File: src/rtl/ext_bus_pkg.sv
// External bus controller shared definitions: FSM states, memory-space codes,
// idle (deasserted) values of the active-low pad controls and a select decoder.
// Latency: n/a (types and constants only). Backpressure: n/a.
package ext_bus_pkg;

  typedef enum logic [2:0] {
    ST_IDLE   = 3'd0,
    ST_SETUP  = 3'd1,
    ST_STROBE = 3'd2,
    ST_HOLD   = 3'd3,
    ST_GRANT  = 3'd4
  } state_t;

  // Memory space codes as carried on REQ_SP.
  localparam logic [1:0] SP_PM = 2'd0;
  localparam logic [1:0] SP_DM = 2'd1;
  localparam logic [1:0] SP_BM = 2'd2;
  localparam logic [1:0] SP_IO = 2'd3;

  // Active-low select and strobe pads, kept together as one registered bundle.
  typedef struct packed {
    logic pms_n;
    logic dms_n;
    logic bms_n;
    logic ios_n;
    logic rd_n;
    logic wr_n;
  } bus_ctl_t;

  localparam bus_ctl_t BUS_CTL_IDLE = '{
    pms_n: 1'b1, dms_n: 1'b1, bms_n: 1'b1, ios_n: 1'b1, rd_n: 1'b1, wr_n: 1'b1
  };
  localparam logic BG_IDLE = 1'b1;

  // Data pad output enables, ordered {15, 14_8, 7_0}.
  localparam logic [2:0] ED_OE_NONE = 3'b000;
  localparam logic [2:0] ED_OE_BYTE = 3'b001;
  localparam logic [2:0] ED_OE_ALL  = 3'b111;

  // Idle control bundle with the select for the given space pulled low.
  function automatic bus_ctl_t ctl_select(input logic [1:0] sp);
    bus_ctl_t c;
    c = BUS_CTL_IDLE;
    case (sp)
      SP_PM:   c.pms_n = 1'b0;
      SP_DM:   c.dms_n = 1'b0;
      SP_BM:   c.bms_n = 1'b0;
      default: c.ios_n = 1'b0;
    endcase
    return c;
  endfunction

endpackage

File: src/rtl/brn_sync.sv
// Two-flop synchronizer for the asynchronous active-low external bus request.
// Latency: 2 clk from T_BRn edge to brs. Backpressure: none (level signal).
// Ports: clk, rst (sync, active-high), t_brn (async in), brs (synced, active-high).
module brn_sync (
  input  logic clk,
  input  logic rst,
  input  logic t_brn,
  output logic brs
);

  logic s1_q, s1_d;
  logic s2_q, s2_d;

  always_comb begin
    s1_d = t_brn;
    s2_d = s1_q;
  end

  // Both stages reset to the idle (no request) level.
  always_ff @(posedge clk) begin
    if (rst) begin
      s1_q <= 1'b1;
      s2_q <= 1'b1;
    end else begin
      s1_q <= s1_d;
      s2_q <= s2_d;
    end
  end

  assign brs = ~s2_q;

endmodule

File: src/rtl/ext_bus_ctl.sv
// External bus sequencer: turns one core request into select/strobe/address/data
// phases with per-space wait states, and grants the bus to an external master.
// Latency: WS+3 cycles per access, ACK in the last; REQ is held off (no ACK) while granted.
// Ports: DSPCLK/RST; REQ* core request; WS_* wait states; T_ED pad data in;
//        T_BRn async bus request; ACK/RDATA completion; pad controls, EA/ED drives, BGn.
module ext_bus_ctl
  import ext_bus_pkg::*;
#(
  parameter int WS_W = 3
) (
  input  logic            DSPCLK,
  input  logic            RST,
  input  logic            REQ,
  input  logic            REQ_WR,
  input  logic [1:0]      REQ_SP,
  input  logic [14:0]     REQ_A,
  input  logic [15:0]     REQ_D,
  input  logic [WS_W-1:0] WS_PM,
  input  logic [WS_W-1:0] WS_DM,
  input  logic [WS_W-1:0] WS_BM,
  input  logic [WS_W-1:0] WS_IO,
  input  logic [15:0]     T_ED,
  input  logic            T_BRn,
  output logic            ACK,
  output logic [15:0]     RDATA,
  output logic            PMSn,
  output logic            DMSn,
  output logic            BMSn,
  output logic            IOSn,
  output logic            RDn,
  output logic            WRn,
  output logic            EA_oe,
  output logic [14:0]     EA_do,
  output logic            ED_oe_15,
  output logic            ED_oe_14_8,
  output logic            ED_oe_7_0,
  output logic [15:0]     ED_do,
  output logic            BGn
);

  logic brs;

  brn_sync u_brn_sync (
    .clk   (DSPCLK),
    .rst   (RST),
    .t_brn (T_BRn),
    .brs   (brs)
  );

  state_t          state_q, state_d;
  logic [WS_W-1:0] cnt_q, cnt_d;
  logic [1:0]      sp_q, sp_d;
  logic            wr_q, wr_d;
  bus_ctl_t        ctl_q, ctl_d;
  logic            bg_n_q, bg_n_d;
  logic            ea_oe_q, ea_oe_d;
  logic [2:0]      ed_oe_q, ed_oe_d;
  logic [14:0]     ea_do_q, ea_do_d;
  logic [15:0]     ed_do_q, ed_do_d;
  logic [15:0]     rdata_q, rdata_d;
  logic            ack_q, ack_d;
  logic [WS_W-1:0] ws_req;

  // Wait-state field of the space being requested; only used at acceptance.
  always_comb begin
    ws_req = WS_PM;
    case (REQ_SP)
      SP_PM:   ws_req = WS_PM;
      SP_DM:   ws_req = WS_DM;
      SP_BM:   ws_req = WS_BM;
      default: ws_req = WS_IO;
    endcase
  end

  always_comb begin
    state_d = state_q;
    cnt_d   = cnt_q;
    sp_d    = sp_q;
    wr_d    = wr_q;
    ea_do_d = ea_do_q;
    ed_do_d = ed_do_q;
    rdata_d = rdata_q;

    case (state_q)
      ST_IDLE: begin
        // External master has priority over a simultaneous core request.
        if (brs) begin
          state_d = ST_GRANT;
        end else if (REQ) begin
          state_d = ST_SETUP;
          sp_d    = REQ_SP;
          wr_d    = REQ_WR;
          ea_do_d = REQ_A;
          ed_do_d = REQ_D;
          cnt_d   = ws_req;
        end
      end
      ST_SETUP: state_d = ST_STROBE;
      ST_STROBE: begin
        // Counter holds WS on the first strobe cycle, so the strobe lasts WS+1.
        if (cnt_q == '0) begin
          state_d = ST_HOLD;
          if (!wr_q) begin
            rdata_d = (sp_q == SP_BM) ? {8'h00, T_ED[7:0]} : T_ED;
          end
        end else begin
          cnt_d = cnt_q - WS_W'(1);
        end
      end
      ST_HOLD:  state_d = ST_IDLE;
      ST_GRANT: if (!brs) state_d = ST_IDLE;
      default:  state_d = ST_IDLE;
    endcase

    // Pad controls are registered, so they are decoded from the state being
    // entered; this keeps every output glitch-free and aligned to its phase.
    ctl_d   = BUS_CTL_IDLE;
    bg_n_d  = BG_IDLE;
    ea_oe_d = 1'b0;
    ed_oe_d = ED_OE_NONE;
    ack_d   = 1'b0;

    case (state_d)
      ST_SETUP, ST_STROBE, ST_HOLD: begin
        ctl_d   = ctl_select(sp_d);
        ea_oe_d = 1'b1;
        if (wr_d) begin
          ed_oe_d = (sp_d == SP_BM) ? ED_OE_BYTE : ED_OE_ALL;
        end
        // Strobe only in STROBE: select leads and trails it by one cycle.
        if (state_d == ST_STROBE) begin
          if (wr_d) ctl_d.wr_n = 1'b0;
          else      ctl_d.rd_n = 1'b0;
        end
        ack_d = (state_d == ST_HOLD);
      end
      ST_GRANT: bg_n_d = 1'b0;
      default: ;
    endcase
  end

  always_ff @(posedge DSPCLK) begin
    if (RST) begin
      state_q <= ST_IDLE;
      cnt_q   <= '0;
      sp_q    <= SP_PM;
      wr_q    <= 1'b0;
      ctl_q   <= BUS_CTL_IDLE;
      bg_n_q  <= BG_IDLE;
      ea_oe_q <= 1'b0;
      ed_oe_q <= ED_OE_NONE;
      ea_do_q <= '0;
      ed_do_q <= '0;
      rdata_q <= '0;
      ack_q   <= 1'b0;
    end else begin
      state_q <= state_d;
      cnt_q   <= cnt_d;
      sp_q    <= sp_d;
      wr_q    <= wr_d;
      ctl_q   <= ctl_d;
      bg_n_q  <= bg_n_d;
      ea_oe_q <= ea_oe_d;
      ed_oe_q <= ed_oe_d;
      ea_do_q <= ea_do_d;
      ed_do_q <= ed_do_d;
      rdata_q <= rdata_d;
      ack_q   <= ack_d;
    end
  end

  assign PMSn       = ctl_q.pms_n;
  assign DMSn       = ctl_q.dms_n;
  assign BMSn       = ctl_q.bms_n;
  assign IOSn       = ctl_q.ios_n;
  assign RDn        = ctl_q.rd_n;
  assign WRn        = ctl_q.wr_n;
  assign BGn        = bg_n_q;
  assign EA_oe      = ea_oe_q;
  assign EA_do      = ea_do_q;
  assign ED_oe_15   = ed_oe_q[2];
  assign ED_oe_14_8 = ed_oe_q[1];
  assign ED_oe_7_0  = ed_oe_q[0];
  assign ED_do      = ed_do_q;
  assign RDATA      = rdata_q;
  assign ACK        = ack_q;

endmodule

File: config.mk
export PLATFORM = sky130hd
export DESIGN_NAME = ext_bus_ctl
export DESIGN_NICKNAME = d
export VERILOG_FILES = /design/src/rtl/ext_bus_pkg.sv /design/src/rtl/brn_sync.sv /design/src/rtl/ext_bus_ctl.sv
export SDC_FILE = /design/constraint.sdc
export NUM_CORES = 1
export LEC_CHECK = 0
export ABC_AREA = 1
export CAP_MARGIN = 25
export CORE_UTILIZATION = 65
export CTS_CLUSTER_DIAMETER = 200
export DETAILED_ROUTE_END_ITERATION = 10
export DONT_BUFFER_PORTS = 1
export PLACE_DENSITY = 0.81
export REMOVE_ABC_BUFFERS = 1
export SLEW_MARGIN = 20
export SYNTH_ARGS = -nofsm -noshare
export SYNTH_HDL_FRONTEND = slang
export SYNTH_SLANG_ARGS = --single-unit
File: constraint.sdc
create_clock -name DSPCLK -period 4.4 [get_ports DSPCLK]
set_input_delay 1.1 -clock DSPCLK [delete_from_list [all_inputs] [get_ports DSPCLK]]
set_output_delay 1.1 -clock DSPCLK [all_outputs]
set_load 0.01 [all_outputs]
# --- Word level (Yosys, flattened, before mapping) ---
# Index checks and enable logic that the tools add are counted.
totals:
  regBits: 70
  word_cells: 78
  out_inout_bits: 59
op_classes:
  bitwise_logic: 4
  n_reduce_logical: 13
  n_eq_ne: 15
  add_sub_neg: 1
  mux: 26
ops:
  columns: ["op", "n"]
  rows:
  - ["2-to-1 mux 3 bit", 8]
  - ["2-to-1 mux 16 bit", 1]
  - ["case mux 3 bit (4 select lines)", 1]
  - ["OR reduction 3 bit", 4]
  - ["2-to-1 mux 1 bit", 11]
  - ["== test 3 x 2 -> 1 bit, second input constant", 3]
  - ["case mux 3 bit (3 select lines)", 1]
  - ["== test 2 bit, second input constant", 3]
  - ["== test 3 x 1 -> 1 bit, second input constant", 2]
  - ["== test 3 bit, second input constant", 2]
  - ["logical NOT 3 bit", 2]
  - ["2-to-1 mux 2 bit", 3]
  - ["case mux 3 bit (2 select lines)", 1]
  - ["AND reduction 3 bit", 2]
  - ["== test 2 x 1 -> 1 bit, second input constant", 2]
  - ["logical NOT 2 bit", 2]
  - ["inequality test 2 bit, second input constant", 2]
  - ["inverter 1 bit", 4]
  - ["AND reduction 4 bit", 1]
  - ["subtractor 3 x 1 -> 3 bit, second input constant", 1]
  - ["inequality test 2 x 1 -> 1 bit, second input constant", 1]
  - ["nonzero test 2 bit", 1]
  - ["OR reduction 2 bit", 1]

# --- Depth between registers and ports, before layout ---
# Gate-level depths: netlist of run 1.
depth:
  ltp_word: 7
  depth_mapped: 11
  mapped_depth_nobuf: 11

# --- By module ---
# A second synthesis of run 1 with hierarchy kept.
hier_totals:
  hier_cells: 337
  hier_area_um2: 2615.0
modules_own_cells:
  columns: ["module", "instances", "area_each_um2", "cells_per_inst"]
  rows:
  - ["ext_bus_ctl", 1, 2552.4, 329]
  - ["brn_sync", 1, 62.6, 8]

# --- Least setup slack after synthesis of run 1 ---
# OpenSTA, ideal clock, no wires.
synth_timing:
  path_kind: "in2reg"
  startpoint: "in REQ_SP[0]"
  endpoint: "reg cnt_q[0]"
  path_buffers: 1
  setup_time_ps: 117
  path_stages: 7
  required_ps: 4283
  setup_slack_ps: 2447
  t_arrival_ps: 1836
  path_cell_list: "buf_2 nand2_1 or2_2 nand3_1 inv_1 nor2_1 nor2_1"
synth_between:
  elab_chain_cells: 5
  word_cells_on_any_way: 7
  cone_classes: "eq/ne: 2; mux: 4; reduce/logical: 1"
synth_lines:
  columns: ["element", "line_no", "source"]
  rows:
  - ["start: declaration", "ext_bus_ctl.sv:15", "input logic [1:0] REQ_SP,"]
  - ["== test 2 bit (tied with other cells)", "ext_bus_ctl.sv:67", "case (REQ_SP)"]
  - ["case mux 3 bit (3 select lines) *", "ext_bus_ctl.sv:67", null]
  - ["2-to-1 mux 3 bit *", "ext_bus_ctl.sv:89", "end else if (REQ) begin"]
  - ["2-to-1 mux 3 bit *", "ext_bus_ctl.sv:87", "if (brs) begin"]
  - ["case mux 3 bit (2 select lines) *", "ext_bus_ctl.sv:84", "case (state_q)"]
  - ["end signal: assignment", "ext_bus_ctl.sv:158", "cnt_q <= cnt_d;"]
  - ["end: declaration", "ext_bus_ctl.sv:51", "logic [WS_W-1:0] cnt_q, cnt_d;"]
# Every way passes the cells marked *; elsewhere a longest branch is shown, timed or not. The select of a mux whose other input is x is not followed.
# A chain may end at the register's enable or synchronous reset.

# --- Worst setup path in the final report of run 1 ---
layout_timing:
  startpoint: "in REQ"
  endpoint: "reg ed_do_q[12] (netlist: ED_do[12])"
layout_between:
  elab_chain_cells: 1
layout_lines:
  columns: ["element", "line_no", "source"]
  rows:
  - ["start: declaration", "ext_bus_ctl.sv:13", "input logic REQ,"]
  - ["AND reduction 3 bit (no source line)", null, null]
  - ["end signal: assignment", "ext_bus_ctl.sv:166", "ed_do_q <= ed_do_d;"]
  - ["end: declaration", "ext_bus_ctl.sv:59", "logic [15:0] ed_do_q, ed_do_d;"]
# No other way between the ends.

==> results.toml, run 1 <==
[power]
vdd_drop_max_mv = 0.319
finalPower_mw = 1.35
p_leak_nw = 1.23
power_density_nw_per_um2 = 469

[finish]
drive_above_1_share_pct = 17.4
layout.nets = 398
fill_cells = 326
syn2layout_area_growth_pct = 3.55
fin_util_pct = 71.1
antennaDiodeCount = 0

[worst_setup_path]
worstReg2RegStart = "state_q[1]"
cp_data_arrival_time_ns = 2.14
worstSetupPathType = "input pin to register"
path_max_fanout = 33
critPathLaunchType = "input pin"
crit_start = "REQ"
cp.required_ns = 4.62
crit_path_end_kind = "register"

[synthesis]
yosysTopAreaCell = "dfxtp_1"
avgSynthCellArea_sq_um = 8.34
yosys.area_share.simple_pct = 27.5
synth-compound-area-share_pct = 12.0
yosys_warnings = 0
synth_top_area_share_pct = 49.6
synth_area_sq_um = 2790
synth_xor_area_share_pct = 0.314
synth_fa_ha_area_share_pct = 0.898
syn_inst = 334
synth_ff_type = "dfxtp_1"
synth.area.mux_share_pct = 0
yosys_register_bits = 69
synth_top_family_by_area = "simple AND/OR/NAND/NOR gates"
synth.area.top_cells = "dfxtp_1, nor2_1, o21ai_0"
synth-seq-area-share_pct = 49.6
async_reset_ff_share_pct = 0
ys_types = 29
synth_edf_count = 0

[global_route]
antenna_found_initial = 0
grt_pass1_vias = 1891
grtUsageTotal_pct = 24.4
grt_max_degree = 43
grt_overflow_total = 0
grt_pass1_wl_um = 8090

[clock_network]
post_cts_resized = 0
cts_setup_buffers = 0
clock-sinks = 69
cts_max_path_buffers = 2
cts_hold_buf = 0
cts_tree = "built"
cts_made_buffers = 9
htree_levels = 3
clk_pin_slew_ns = 0.07
clockRootBuffer = "clkbuf_8"
worstSkewPairLatency_ns = 0.32

[timing]
drv_slew = 0
hold_viol_final = 0
final-setup-viol-count = 0
final.period_utilization_pct = 43.7
fmax_mhz = 520
finalCriticalPeriod_ns = 1.92
setup-tns-final_ns = 0
slew_headroom_pct = 64.5
worstMarginPinSlew_ns = 0.529
clock_skew_ns = 0.00602
rsz0062_at_grt = "false"

[drt]
routed_wl_um = 5320
viasPerCell = 5.40
firstDrtPassIters = 4
ant_nets = 0
vias = 2073
drt_iter0_drc = 70
routedWlPerCell_um = 13.9
drcViolationCount = 0

[floorplanning]
die_height_um = 67.5
num_rows = 23
start_util_pct = 68.6
die_w_um = 67.5
dieArea_sq_um = 4550
core_sq_um = 4060
io_pins = 125

[place]
io_buffers = 0
place_congestion = 0.789
dp_hpwl_um = 3640

[outcome]
outcome = "finished clean"

[worst_hold_path]
hold_path_class = "register to register"
worstHoldStart = "u_brn_sync.s1_q"

[run]
maxCapViolations = 0
## area by class of cell
cell class              count  area [sq um]  share of cell area [%]
multi-input cells         223          1130                    39.3
clock buffers              13           149                    5.16
clock inverters             2          10.0                   0.347
repair buffers              2          42.5                    1.48
inverters                  25           104                    3.60
flip-flops and latches     69          1380                    47.9
well taps                  50          62.6                    2.17
## metal layers
| metal | up-vias | share of wire, % | global-route usage [%] |
|---|---|---|---|
| li1 | 1042 | - | - |
| met1 | 941 | 42 | 25.7 |
| met2 | 81 | 49 | 42.2 |
| met3 | 9 | 7.1 | 8.78 |
| met4 | 0 | 2.2 | 13.0 |
| met5 | - | 0 | 0 |
## registers in the layout, indices dropped and copies added, names as in the netlist
register	cells
WRn	1
ED_do	16
DMSn	1
RDATA	16
ACK	1
EA_do	15
u_brn_sync.s1_q	1
PMSn	1
EA_oe	1
ed_oe_q	2
wr_q	1
u_brn_sync.s2_q	1
RDn	1
state_q	3
BGn	1
sp_q	2
cnt_q	3
IOSn	1
BMSn	1
## stage by stage
step | cells | hold WS (ns) | worst slack [ns] | area (sq um)
global route | 384 | 0.459 | 2.39 | 2880
finish | 384 | 0.422 | 2.48 | 2880
CTS | 382 | 0.417 | 2.10 | 2840
detailed placement | 367 | 0.400 | 1.77 | 2680
global placement | 367 | 0.391 | 1.82 | 2680
floorplan | 317 | 0.389 | 2.07 | 2620
## cells in the mapped netlist, types with 2 or more instances
cell type / number
buf_6: 3
nand2_4: 2
nor2_4: 2
nand3_1: 21
a21oi_2: 3
buf_2: 2
a21oi_1: 8
clkbuf_1: 5
o21ai_0: 41
nand2_1: 33
or2_2: 3
nor2_2: 22
inv_1: 19
inv_2: 4
ha_1: 2
buf_8: 5
o21ai_4: 3
o21ai_1: 3
nor3_1: 2
nor2_1: 74
dfxtp_1: 69
## worst max-delay path: stages
cell,delay (ns)
nand3_2,0.08
nor2_4,0.42
buf_16,0.23
inv_8,0.11
nor2_1,0.12
nor2_1,0.06
## cells in the final DEF, fill, tap and decap left out, drive strengths merged, types with 3 or more instances in the layout
cell and n:
clkbuf 13, inv 24, or2 3, nor2 99, a21oi 11, nand3 23
dfxtp 69, o21ai 47, clkinv 3, nand2 35
## power breakdown
part           total [mW]  internal, mW  switching (mW)
Sequential          0.745         0.684          0.0613
Clock               0.421         0.216           0.206
Combinational       0.186        0.0650           0.121
## final timing paths
check | end | slack, ns | depth (start not counted)
worst min-delay path | u_brn_sync.s2_q | 0.42 | 1
worst max register to register | ED_do[12] | 2.77 | 7
worst min register to register | u_brn_sync.s2_q | 0.42 | 1
worst max-delay path | ED_do[12] | 2.48 | 6
## kinds of logic (layout without fill, tap and decap cells)
group / count (synthesis) / after routing
flops: 69 / 69
compound gates: 58 / 58
fa+ha+maj: 2 / 2
buf+inv: 42 / 42
simple gates: 162 / 162
xor+xnor: 1 / 1
(Power assumes the default switching activity.)
==> run 2, diff against run 1 <==
--- a/config.mk
+++ b/config.mk
@@ -7,11 +7,11 @@
 export LEC_CHECK = 0
 export ABC_AREA = 1
 export CAP_MARGIN = 25
-export CORE_UTILIZATION = 65
+export CORE_UTILIZATION = 62
 export CTS_CLUSTER_DIAMETER = 200
 export DETAILED_ROUTE_END_ITERATION = 10
 export DONT_BUFFER_PORTS = 1
-export PLACE_DENSITY = 0.81
+export PLACE_DENSITY = 0.78
 export REMOVE_ABC_BUFFERS = 1
 export SLEW_MARGIN = 20
 export SYNTH_ARGS = -nofsm -noshare
==> constraint.sdc (replaced) <==
create_clock -name DSPCLK -period 1.9 [get_ports DSPCLK]
set_input_delay 0.475 -clock DSPCLK [delete_from_list [all_inputs] [get_ports DSPCLK]]
set_output_delay 0.475 -clock DSPCLK [all_outputs]
set_load 0.01 [all_outputs]
==> run 2 against run 1 <==
Power up 130%. Sequential cell count unchanged. Final cell count is 1.0% higher. Global-route usage shrank 1.5 points. Critical path depth increased by 3. Routed wire length down 1.1%. Die area is 4.7% higher. Combinational power rose by 130%.
==> results.toml, run 2 (synthesis results as in run 1) <==
[outcome]
outcome = "finished clean"

[clock_network]
cts_made_buffers = 9
post_cts_resized = 0
cts_hold_buf = 0
clock-sinks = 69
htree_levels = 3
cts_max_path_buffers = 2
clockRootBuffer = "clkbuf_8"
cts_setup_buffers = 0
clk_pin_slew_ns = 0.07
cts_tree = "built"
worstSkewPairLatency_ns = 0.33

[timing]
fmax_mhz = 629
final-setup-viol-count = 0
fin_ws_ns = 0.310
clock_skew_ns = 0.00550
whs_ns = 0.206
setup-tns-final_ns = 0
final.period_utilization_pct = 83.7
hold_viol_final = 0
slew_headroom_pct = 72.4
worstMarginPinSlew_ns = 0.413
drv_slew = 0
rsz0062_at_grt = "false"
finalCriticalPeriod_ns = 1.59

[worst_setup_path]
path_max_fanout = 17
cp_num_buf_inv = 3
slowest_stage = "dfxtp_1"
crit_path_end_kind = "register"
critPathMaxStageDelay_ns = 0.33
path_cells = "inv_1, ha_1, inv_1, nor2_1, nand3_4, nor2_8, inv_4, nor2_2, nor2_1"
cp.required_ns = 2.12
cp_top_family = "simple AND/OR/NAND/NOR gates"
worstSetupPathType = "register to register"
critPathLaunchType = "register"
cp_data_arrival_time_ns = 1.81

[finish]
layout.cells.most_common = "nor2_1"
final_cell_mix = "nor2_1, dfxtp_1, o21ai_0, nand2_1, nor2_2"
antennaDiodeCount = 0
syn2layout_area_growth_pct = 3.68
drive_above_1_share_pct = 18.5
layout.nets = 401
fill_cells = 390
fin_util_pct = 66.8

[power]
p_leak_nw = 1.24
vdd_drop_max_mv = 0.629
power_density_nw_per_um2 = 1090

[global_route]
grt_max_degree = 34
grt_pass1_wl_um = 8710
grt_overflow_total = 0
grtUsageTotal_pct = 22.9
antenna_found_initial = 0
grt_pass1_vias = 1984

[drt]
drcViolationCount = 0
ant_nets = 0
firstDrtPassIters = 4
vias = 2090
routedWlPerCell_um = 13.6
drt_iter0_drc = 95
routed_wl_um = 5270
viasPerCell = 5.39

[floorplanning]
core_sq_um = 4320
die_w_um = 69.0
start_util_pct = 64.4
die_height_um = 69.0
num_rows = 24
dieArea_sq_um = 4760
io_pins = 125

[place]
dp_hpwl_um = 3630
place_ws_ns = 0.323
place_congestion = 0.741
io_buffers = 0

[run]
maxCapViolations = 0

[worst_hold_path]
hold_path_class = "input pin to register"
run 2: changes by cell type in the layout (fill, tap and decap cells not counted):
| cell | previous run | this run |
|---|---|---|
| buf_16 | 1 | 0 |
| buf_4 | 0 | 5 |
| buf_8 | 1 | 0 |
| clkbuf_1 | 3 | 1 |
| clkbuf_8 | 10 | 11 |
| clkinv_1 | 1 | 0 |
| inv_1 | 18 | 19 |
run 2: worst paths after layout:
check,end,startpoint,depth (start not counted),slack [ns]
min reg2reg,u_brn_sync.s2_q,u_brn_sync.s1_q,1,0.41
max reg2reg,RDATA[6],cnt_q[0],9,0.31
min,state_q[0],RST,1,0.21
max,RDATA[6],cnt_q[0],9,0.31
run 2: power breakdown:
part	switching (mW)	internal [mW]
Combinational	0.277	0.146
Sequential	0.142	1.58
Clock	0.480	0.526
Total	0.898	2.26
run 2: layout make-up:
class	instances	area, sq um	area share (%)
clock buffer	12	155	5.37
clock inverter	2	10.0	0.347
inverter	25	104	3.60
multi-input combinational	223	1130	39.3
sequential	69	1380	47.8
tap	52	65.1	2.25
timing repair buffer	5	37.5	1.30
run 2: per-layer routing:
metal / part of all wire [%] / global-route usage [%] / routed length [um] / up-vias
met5: 0 / 0 / 0 / -
met4: 2.0 / 11.3 / 104 / 0
met3: 7.6 / 7.31 / 398 / 10
met2: 50 / 38.7 / 2620 / 93
met1: 41 / 25.9 / 2140 / 939
li1: - / - / - / 1048
run 2: per-stage QoR:
| stage | std cells | area [sq um] | total power [mW] |
|---|---|---|---|
| finish | 388 | 2890 | 3.15 |
| global placement | 374 | 2720 | 2.16 |
| detailed placement | 374 | 2720 | 2.18 |
| floorplan | 317 | 2620 | 2.07 |
| global route | 388 | 2890 | 3.32 |
| CTS | 388 | 2890 | 3.19 |
